### config.mk
export PLATFORM = sky130hd
export DESIGN_NAME = fv_req_arbiter_flat
export DESIGN_NICKNAME = d
export VERILOG_FILES = /design/src/rtl/fv_req_arbiter_pkg.sv /design/src/rtl/fv_req_arbiter_if.sv /design/src/rtl/fv_rr_arbiter.sv /design/src/rtl/fv_req_arbiter.sv /design/src/flat_wrapper.sv
export SDC_FILE = /design/constraint.sdc
export NUM_CORES = 1
export LEC_CHECK = 0
export BUFFER_PORTS_ARGS = -buffer_cell sky130_fd_sc_hd__buf_2
export CORE_ASPECT_RATIO = 1.25
export CORE_MARGIN = 2
export CORE_UTILIZATION = 57
export CTS_CLUSTER_SIZE = 12
export DETAILED_ROUTE_END_ITERATION = 10
export MAX_ROUTING_LAYER = met4
export PLACE_DENSITY = 0.92
export RECOVER_POWER = 25
export SLEW_MARGIN = 20
export SYNTH_ARGS = -nofsm -noshare
export SYNTH_HDL_FRONTEND = slang
export SYNTH_SLANG_ARGS = --single-unit
### constraint.sdc
create_clock -name clk -period 3.8 [get_ports clk]
set_input_delay 0.57 -clock clk [delete_from_list [all_inputs] [get_ports clk]]
set_output_delay 0.57 -clock clk [all_outputs]
set_load 0.03 [all_outputs]
### src/rtl/fv_req_arbiter_pkg.sv
// Shared widths and types for the feature-value request arbiter.
// The FIFO word layout is the write-side format of the FV info FIFO.
package fv_req_arbiter_pkg;

    localparam int NUM_PE     = 4;
    localparam int FV_ADDR_W  = 8;
    localparam int TAG_W      = (NUM_PE > 1) ? $clog2(NUM_PE) : 1;
    localparam int MAX_FV_NUM = 256;
    localparam int NUM_FV_W   = $clog2(MAX_FV_NUM) + 1;

    // Word pushed into the FV info FIFO; valid doubles as the push strobe.
    typedef struct packed {
        logic                 valid;
        logic [FV_ADDR_W-1:0] FV_addr;
        logic [TAG_W-1:0]     PE_tag;
    } fv_info2fv_fifo_t;

    // One held request per Edge PE.
    typedef struct packed {
        logic                 valid;
        logic [FV_ADDR_W-1:0] FV_addr;
    } fv_req_pe_t;

endpackage

### src/rtl/fv_req_arbiter_if.sv
// Request/FIFO-write bundle between the Edge PEs, the arbiter and the FV FIFO.
// Num_FV and addr_err exist only when FV_REQ_ADDR_CHECK_EN is defined.
// slave: the arbiter side; master: the PE/FIFO environment side.
interface fv_req_arbiter_if;
    import fv_req_arbiter_pkg::*;

    logic [NUM_PE-1:0]                req_valid;
    logic [NUM_PE-1:0][FV_ADDR_W-1:0] req_FV_addr;
    logic [NUM_PE-1:0]                req_ready;
    logic                             wfull;
    fv_info2fv_fifo_t                 wdata;
`ifdef FV_REQ_ADDR_CHECK_EN
    logic [NUM_FV_W-1:0]              Num_FV;
    logic [NUM_PE-1:0]                addr_err;
`endif

    modport slave (
        input  req_valid, req_FV_addr, wfull,
`ifdef FV_REQ_ADDR_CHECK_EN
        input  Num_FV,
        output addr_err,
`endif
        output req_ready, wdata
    );

    modport master (
        output req_valid, req_FV_addr, wfull,
`ifdef FV_REQ_ADDR_CHECK_EN
        output Num_FV,
        input  addr_err,
`endif
        input  req_ready, wdata
    );

endinterface

### src/rtl/fv_rr_arbiter.sv
// Rotating-priority grant: the scan starts at r_rr_ptr and the pointer moves
// to one past the winner whenever the caller consumes the grant (i_advance).
module fv_rr_arbiter
    import fv_req_arbiter_pkg::*;
(
    input  logic              clk,
    input  logic              reset,
    input  logic [NUM_PE-1:0] i_req,
    input  logic              i_advance,
    output logic [NUM_PE-1:0] o_grant_onehot,
    output logic [TAG_W-1:0]  o_grant_idx,
    output logic              o_any
);

    logic [TAG_W-1:0] r_rr_ptr;
    logic [TAG_W-1:0] w_scan;

    // Pick the first requester at or after r_rr_ptr, wrapping modulo NUM_PE.
    always_comb begin
        // NOTE: every variable written here gets a default first, so no latch is inferred.
        o_grant_idx = '0;
        o_any       = 1'b0;
        w_scan      = '0;
        // Walk from farthest to nearest so the nearest requester is written last and wins.
        for (int k = NUM_PE - 1; k >= 0; k--) begin
            w_scan = TAG_W'((int'(r_rr_ptr) + k) % NUM_PE);
            if (i_req[w_scan]) begin
                o_grant_idx = w_scan;
                o_any       = 1'b1;
            end
        end
        o_grant_onehot = o_any ? (NUM_PE'(1) << o_grant_idx) : '0;
    end

    // Pointer advances past the consumed winner; holds otherwise.
    always_ff @(posedge clk) begin
        // NOTE: registers use non-blocking assignments so every flop sees pre-edge values.
        if (reset) begin
            r_rr_ptr <= '0;
        end else if (i_advance) begin
            r_rr_ptr <= (o_grant_idx == TAG_W'(NUM_PE - 1)) ? '0 : o_grant_idx + 1'b1;
        end
    end

endmodule

### src/rtl/fv_req_arbiter.sv
// Collects one pending FV read request per Edge PE and round-robins them
// into the FV info FIFO write port, tagging each push with its PE index.
// Optional build macro: FV_REQ_ADDR_CHECK_EN drops requests with
// FV_addr >= Num_FV and pulses addr_err for the offending PE instead.
module fv_req_arbiter
    import fv_req_arbiter_pkg::*;
(
    input  logic            clk,
    input  logic            reset,
    fv_req_arbiter_if.slave bus
);

    fv_req_pe_t [NUM_PE-1:0] r_pend;
    logic [NUM_PE-1:0]       w_pending;
    logic [NUM_PE-1:0]       w_grant_onehot;
    logic [TAG_W-1:0]        w_grant_idx;
    logic                    w_any;
    logic                    w_push;
    logic [NUM_PE-1:0]       w_accept;
    logic [NUM_PE-1:0]       w_store;

    // Flatten the per-PE valid bits for the arbiter.
    always_comb begin
        w_pending = '0;
        for (int i = 0; i < NUM_PE; i++) begin
            w_pending[i] = r_pend[i].valid;
        end
    end

    fv_rr_arbiter u_rr (
        .clk            (clk),
        .reset          (reset),
        .i_req          (w_pending),
        .i_advance      (w_push),
        .o_grant_onehot (w_grant_onehot),
        .o_grant_idx    (w_grant_idx),
        .o_any          (w_any)
    );

    // Reset masks the push so a request held into the reset cycle never leaks out.
    assign w_push = w_any & ~bus.wfull & ~reset;

    // A PE may issue when its slot is empty or is being drained this cycle.
    always_comb begin
        bus.req_ready = '0;
        for (int i = 0; i < NUM_PE; i++) begin
            bus.req_ready[i] = ~reset & (~r_pend[i].valid | (w_push & w_grant_onehot[i]));
        end
    end

    assign w_accept = bus.req_valid & bus.req_ready;

`ifdef FV_REQ_ADDR_CHECK_EN
    logic [NUM_PE-1:0] w_in_range;
    logic [NUM_PE-1:0] r_addr_err;

    // Address is usable only below the number of loaded feature values.
    always_comb begin
        w_in_range = '0;
        for (int i = 0; i < NUM_PE; i++) begin
            w_in_range[i] = 32'(bus.req_FV_addr[i]) < 32'(bus.Num_FV);
        end
    end

    assign w_store = w_accept & w_in_range;

    // One-cycle error pulse for each accepted-but-dropped request.
    always_ff @(posedge clk) begin
        if (reset) begin
            r_addr_err <= '0;
        end else begin
            r_addr_err <= w_accept & ~w_in_range;
        end
    end

    assign bus.addr_err = r_addr_err & {NUM_PE{~reset}};
`else
    assign w_store = w_accept;
`endif

    // Per-PE slot: a new request overrides a same-cycle drain of that slot.
    always_ff @(posedge clk) begin
        if (reset) begin
            r_pend <= '0;
        end else begin
            for (int i = 0; i < NUM_PE; i++) begin
                if (w_store[i]) begin
                    r_pend[i].valid   <= 1'b1;
                    r_pend[i].FV_addr <= bus.req_FV_addr[i];
                end else if (w_push & w_grant_onehot[i]) begin
                    r_pend[i].valid   <= 1'b0;
                end
            end
        end
    end

    // FIFO word is all zero when nothing is pushed, never stale.
    always_comb begin
        bus.wdata = '0;
        if (w_push) begin
            bus.wdata.valid   = 1'b1;
            bus.wdata.FV_addr = r_pend[w_grant_idx].FV_addr;
            bus.wdata.PE_tag  = w_grant_idx;
        end
    end

endmodule

### src/flat_wrapper.sv
// flat-port wrapper written by rule: the top's interface ports become plain ports
module fv_req_arbiter_flat import fv_req_arbiter_pkg::*;
  (clk, reset, bus_req_valid, bus_req_FV_addr, bus_wfull, bus_req_ready, bus_wdata);
  fv_req_arbiter_if bus_i ();
  input  logic clk;
  input  logic reset;
  input wire logic [$bits(bus_i.req_valid)-1:0] bus_req_valid;
  input wire logic [$bits(bus_i.req_FV_addr)-1:0] bus_req_FV_addr;
  input wire logic [$bits(bus_i.wfull)-1:0] bus_wfull;
  output wire logic [$bits(bus_i.req_ready)-1:0] bus_req_ready;
  output wire logic [$bits(bus_i.wdata)-1:0] bus_wdata;
  assign bus_i.req_valid = bus_req_valid;
  assign bus_i.req_FV_addr = bus_req_FV_addr;
  assign bus_i.wfull = bus_wfull;
  assign bus_req_ready = bus_i.req_ready;
  assign bus_wdata = bus_i.wdata;
  fv_req_arbiter u_core (.clk(clk), .reset(reset), .bus(bus_i));
endmodule
=== Word-level counts from Yosys, hierarchy flattened ===
Cells that the tools add are included.

* Word-level logic and storage cells: 74
* Input bits: 39
* Output and inout port bits: 15
* Bits in registers: 38

* Shift operators: 1
* Equal/unequal tests: 1
* Magnitude comparators: 5
* $add $sub $neg: 4
* Reductions and logical operators: 4
* Multiplexer cells: 29
* Bitwise gates (word level): 21

{| class="wikitable"
|+ Operators by type and width
! operator !! count
|-
| binary-select mux 9 bit (select 2 bit) || 1
|-
| 2-to-1 mux 1 bit || 16
|-
| less-than comparator 2 x 3 -> 1 bit, second input constant || 5
|-
| 2-to-1 mux 11 bit || 1
|-
| AND 1 bit || 10
|-
| 2-to-1 mux 2 bit || 5
|-
| binary-select mux 1 bit (select 2 bit) || 4
|-
| 2-to-1 mux 8 bit || 1
|-
| nonzero test 2 bit || 4
|-
| NOT 1 bit || 6
|-
| adder 2 x 1 -> 2 bit, second input constant || 2
|-
| adder 2 bit, second input constant || 2
|-
| AND 4 bit || 1
|-
| 2-to-1 mux 4 bit || 1
|-
| OR 1 bit || 4
|-
| << shifter 1 x 2 -> 4 bit, first input constant || 1
|-
| equality test 2 bit, second input constant || 1
|}

=== Longest topological paths before layout ===
* Depth in word-level cells: 14
* Depth in mapped cells: 15
* Mapped depth without buffers: 10

=== By module ===
From an unflattened synthesis, not the netlist that was laid out.

* Cells, all modules: 221
* Area, all modules: 2,252.2 sq um

{| class="wikitable"
|+ Modules (own cells, without submodules)
! module !! times used !! sequential area each (sq um) !! area an instance (sq um) !! cells an instance
|-
| fv_req_arbiter || 1 || 720.7 || 1,969.4 || 191
|-
| fv_rr_arbiter || 1 || 40.0 || 282.8 || 30
|}

=== Worst setup path after synthesis ===
No wires, ideal clock.

* Path type: register to register
* Start point: register u_core.r_pend[26] in the netlist's numbering
* End point: register u_core.r_pend[33] in the netlist's numbering
* Required time: 3.672 ns
* Buffers on the path: 4
* Clock period less this slack: 3.009 ns
* Slack: 0.791 ns
* Stages on the path, launching flop included: 14
* Setup time: 0.128 ns
* Arrival time: 2.881 ns
* Path through: dfxtp_1 > nor2b_2 > a211oi_4 > or2_1 > buf_6 > inv_4 > buf_2 > ha_1 > nand2b_1 > a21oi_1 > and2_1 > clkbuf_1 > clkbuf_1 > o21ai_1

* Longest elaborated chain between the ends: 12
* Elaborated cells on any way between the ends: 24
* Those cells by class: shift (1); mux (17); bitwise (6)

{| class="wikitable"
|+ RTL lines
! item !! RTL line !! text
|-
| start, declared || fv_req_arbiter.sv:13 || <nowiki>fv_req_pe_t [NUM_PE-1:0] r_pend;</nowiki>
|-
| binary-select mux 1 bit (select 2 bit) || fv_rr_arbiter.sv:27 || <nowiki>if (i_req[w_scan]) begin</nowiki>
|-
| 2-to-1 mux 1 bit (implied by the code) || fv_rr_arbiter.sv:27 ||
|-
| 2-to-1 mux 1 bit or 2-to-1 mux 2 bit (tied branches) (4 in a row) || fv_rr_arbiter.sv:27 ||
|-
| AND 1 bit or << shifter 1 x 2 -> 4 bit (tied branches) || fv_req_arbiter.sv:41, fv_rr_arbiter.sv:32 ||
|-
| AND 1 bit or 2-to-1 mux 4 bit (tied branches) || fv_req_arbiter.sv:41, fv_rr_arbiter.sv:32 ||
|-
| AND 1 bit * || fv_req_arbiter.sv:47 || <nowiki>bus.req_ready[i] = ~reset & (~r_pend[i].valid | (w_push & w_grant_onehot[i]));</nowiki>
|-
| OR 1 bit * || fv_req_arbiter.sv:47 ||
|-
| AND 1 bit * || fv_req_arbiter.sv:47 ||
|-
| net bus_req_ready[3] || flat_wrapper.sv:10 || <nowiki>output wire logic [$bits(bus_i.req_ready)-1:0] bus_req_ready;</nowiki>
|-
| AND 4 bit * || fv_req_arbiter.sv:51 || <nowiki>assign w_accept = bus.req_valid & bus.req_ready;</nowiki>
|}

The timed path passes the listed nets; every way through them passes the cells marked *. The select of a mux whose other input is x is not followed.
A chain may end at the register's enable or synchronous reset.

=== Final worst setup path ===
* Start point: register u_core.r_pend[26] in the netlist's numbering
* End point: output port bus_wdata[8]

* Longest elaborated chain between the ends: 9
* Elaborated cells on any way between the ends: 21
* Those cells by class: mux (19); bitwise (2)

{| class="wikitable"
|+ RTL lines
! item !! RTL line !! text
|-
| binary-select mux 1 bit (select 2 bit) || fv_rr_arbiter.sv:27 ||
|-
| 2-to-1 mux 1 bit (implied by the code) || fv_rr_arbiter.sv:27 ||
|-
| 2-to-1 mux 2 bit or 2-to-1 mux 1 bit (tied branches) (4 in a row) || fv_rr_arbiter.sv:27 ||
|-
| binary-select mux 9 bit (select 2 bit) or AND 1 bit (tied branches) || fv_req_arbiter.sv:102, fv_req_arbiter.sv:41 ||
|-
| 2-to-1 mux 8 bit (implied by the code) or AND 1 bit (tied branches) || fv_req_arbiter.sv:102, fv_req_arbiter.sv:41 ||
|-
| 2-to-1 mux 11 bit * || fv_req_arbiter.sv:100 || <nowiki>if (w_push) begin</nowiki>
|-
| end, declared || flat_wrapper.sv:11 || <nowiki>output wire logic [$bits(bus_i.wdata)-1:0] bus_wdata;</nowiki>
|}

Mark *: on every way between the ends. The rest lies on a longest branch, timed or not. The select of a mux whose other input is x is not followed.

==> run summary <==
Finish-stage setup viols -> 0
CTS Buf Count -> 5
Worst Hold Class -> reg2reg
top cells by area, synth -> dfxtp_1 34%, mux2i_1 7.2%, o21ai_0 5.1%
Top FF cell, synth -> dfxtp_1
final WL -> 5980 um
Layout fillers -> 322
Post-synth EDFFs -> 0
synth-to-layout area growth -> 15.9%
setup bufs post-CTS -> 0
area occupied by multi-input gates -> 1300 um^2
Total Routing Usage GR -> 0.290
share of post-route cells with drive strength above 1 -> 0.249
Fin Hold WS -> 464 ps
routed vias/inst -> 6.29
Psw -> 0.000343 W
Pleak -> 1.13 nW
CTS max path bufs -> 2
Max-slew headroom -> 0.423
top-area cell type share of the netlist area -> 0.340
Synth area leader -> dfxtp_1
post-cts resize count -> 0
CP Launch Type -> register
Max Cap Viol -> 0
Port Buffers -> 53
Seq/Total Area, Yosys -> 0.340
die area -> 4440 um^2
CTS root buffer -> clkbuf_8
core area -> 3780 um^2
DRC errors left -> 0
Antenna Cells -> 0
FF+latch count, synth -> 38
pre-CTS WS -> 803 ps
RSZ-0062 raised after global routing -> no
Worst EP required -> 3230 ps
gr ovfl total -> 0
fin area -> 2590 um^2
Clock Latency Late Sink -> 290 ps
via count -> 2285
internal cell power -> 0.000749 W
clk_skew -> 7.58 ps
final worst-path cycle share -> 0.900
placed instance area -> 2490 um^2
Final Slew Violations -> 0
Fmax -> 0.292 GHz
CP Class -> reg2out
num rows -> 25
vias in the first global route -> 2068
Setup WS post-layout -> 380 ps
async set-or-reset flop fraction in the synthesized netlist -> 0
first-pass GRT wire length -> 9530 um
Syn Std Cell Area -> 2240 um^2
hpwl dp -> 4270 um
routed len/inst -> 16.5 um
initial antenna violation count -> 0
Period minus WS final -> 3420 ps
Max VDD drop -> 0.253 mV
Starting Density -> 0.591
setup TNS -> 0 ps
Synth Net Count -> 305
largest net degree at the start of global routing -> 35
Hold Buf Count CTS -> 0
GP Congestion -> 0.890
drt pass-1 iters -> 5
clock sink total -> 38
H-Tree Depth -> 2
Sw Share -> 0.314
Die Ht -> 74.0 um
synthesized area per cell -> 8.44 um^2
Distinct cells, synth -> 46
Synth Instances -> 265
Clock transition at path regs -> 80 ps
Clk pwr share -> 0.322
Post-DRT Antenna Nets -> 0
Comb pwr share -> 0.243
CTS tree -> yes
Power Dens Cells -> 421 nW/um^2
yosys warns -> 0
FF+latch area -> 761 um^2
layout net count -> 349
Die Wd -> 60.0 um
Hold Fails Final Rpt -> 0
worst-margin pin slew -> 865 ps
DR iter-0 viols -> 202
CP Data Arrival Time -> 2850 ps
status -> finished, final reports clean
Worst Hold Depth -> 2
Crit Path Max Fanout -> 15
Flop pwr share -> 0.435
Tot Pwr -> 0.00109 W
endpoint class of the critical path -> output port
Reg2Reg Depth -> 9
io pins -> 54
[worst max-delay path, stage by stage, from the launching register on]
cell	delay [ps]
dfxtp_1	460
and2b_1	290
a211oi_4	450
or2_0	430
buf_4	320
mux2i_1	250
o22ai_1	130
buf_2	220
[metrics by stage]
step                       util  instances
after floorplan               -        265
after global placement    0.657        356
after detailed placement  0.657        356
after CTS                 0.687        363
after global routing      0.685        363
final                     0.685        363
[cells in the mapped netlist (9+ instances only)]
| cell type | number |
|---|---|
| dfxtp_1 | 38 |
| o21ai_0 | 23 |
| nand2_1 | 20 |
| a21oi_1 | 17 |
| mux2i_1 | 16 |
| inv_1 | 13 |
| clkbuf_1 | 10 |
| a31oi_1 | 9 |
| and3_1 | 9 |
| nand3_1 | 9 |
[power groups by stage]
stage	Clock (W)	Combinational [W]	Sequential, W
2_1_floorplan	0	0.000206	0.000467
3_3_place_gp	0	0.000253	0.000480
3_5_place_dp	0	0.000261	0.000483
4_1_cts	0.000351	0.000263	0.000473
5_1_grt	0.000375	0.000290	0.000479
6_report	0.000351	0.000266	0.000475
[final cells by class]
cell class	count	share of cell area
clock buffer	6	0.0319
clock inverter	1	0.0116
inverter	16	0.0241
multi-input combinational	192	0.502
sequential	38	0.293
tap	54	0.0261
timing repair buffer	56	0.111
[layer usage]
| layer | track usage | share of wire |
|---|---|---|
| met5 | - | 0 |
| met4 | 0.123 | 0.033 |
| met3 | 0.0574 | 0.056 |
| met2 | 0.469 | 0.51 |
| met1 | 0.348 | 0.40 |
[registers in the layout, indices dropped and copies added (netlist names)]
| register | flops |
|---|---|
| u_core.u_rr.r_rr_ptr | 2 |
| u_core.r_pend | 36 |
[kinds of logic (layout without fill, tap and decap cells)]
family,Yosys count,after routing,share of synthesized area
AND/OR/NAND/NOR,65,65,0.158
multiplexers,16,16,0.0716
flip-flops,38,38,0.340
buffers and inverters,35,79,0.0750
AO/OA/AOI/OAI,110,110,0.349
adder cells (fa/ha/maj),1,1,0.00560
[layout by cell type (no fill, tap or decap), drive strengths merged, types with 7 or more instances in the layout]
| cell | instances |
|---|---|
| nand3 | 9 |
| buf | 55 |
| mux2i | 16 |
| a22oi | 8 |
| a31oi | 9 |
| o21ai | 29 |
| nand2 | 20 |
| inv | 15 |
| nor2 | 7 |
| o211ai | 16 |
| and3 | 9 |
| dfxtp | 38 |
| o2111ai | 8 |
| clkbuf | 7 |
| o22ai | 8 |
| a221o | 8 |
| a21oi | 18 |
[path summary, 6_finish.rpt]
kind	startpoint	to	slack [ps]
worst max-delay path	u_core.r_pend[26]	bus_wdata[8]	380
worst min-delay path	u_core.r_pend[27]	u_core.r_pend[27]	460
worst max register to register	u_core.r_pend[26]	u_core.r_pend[29]	830
worst min register to register	u_core.r_pend[27]	u_core.r_pend[27]	460
No activity file was read; power rests on OpenSTA's default activity.
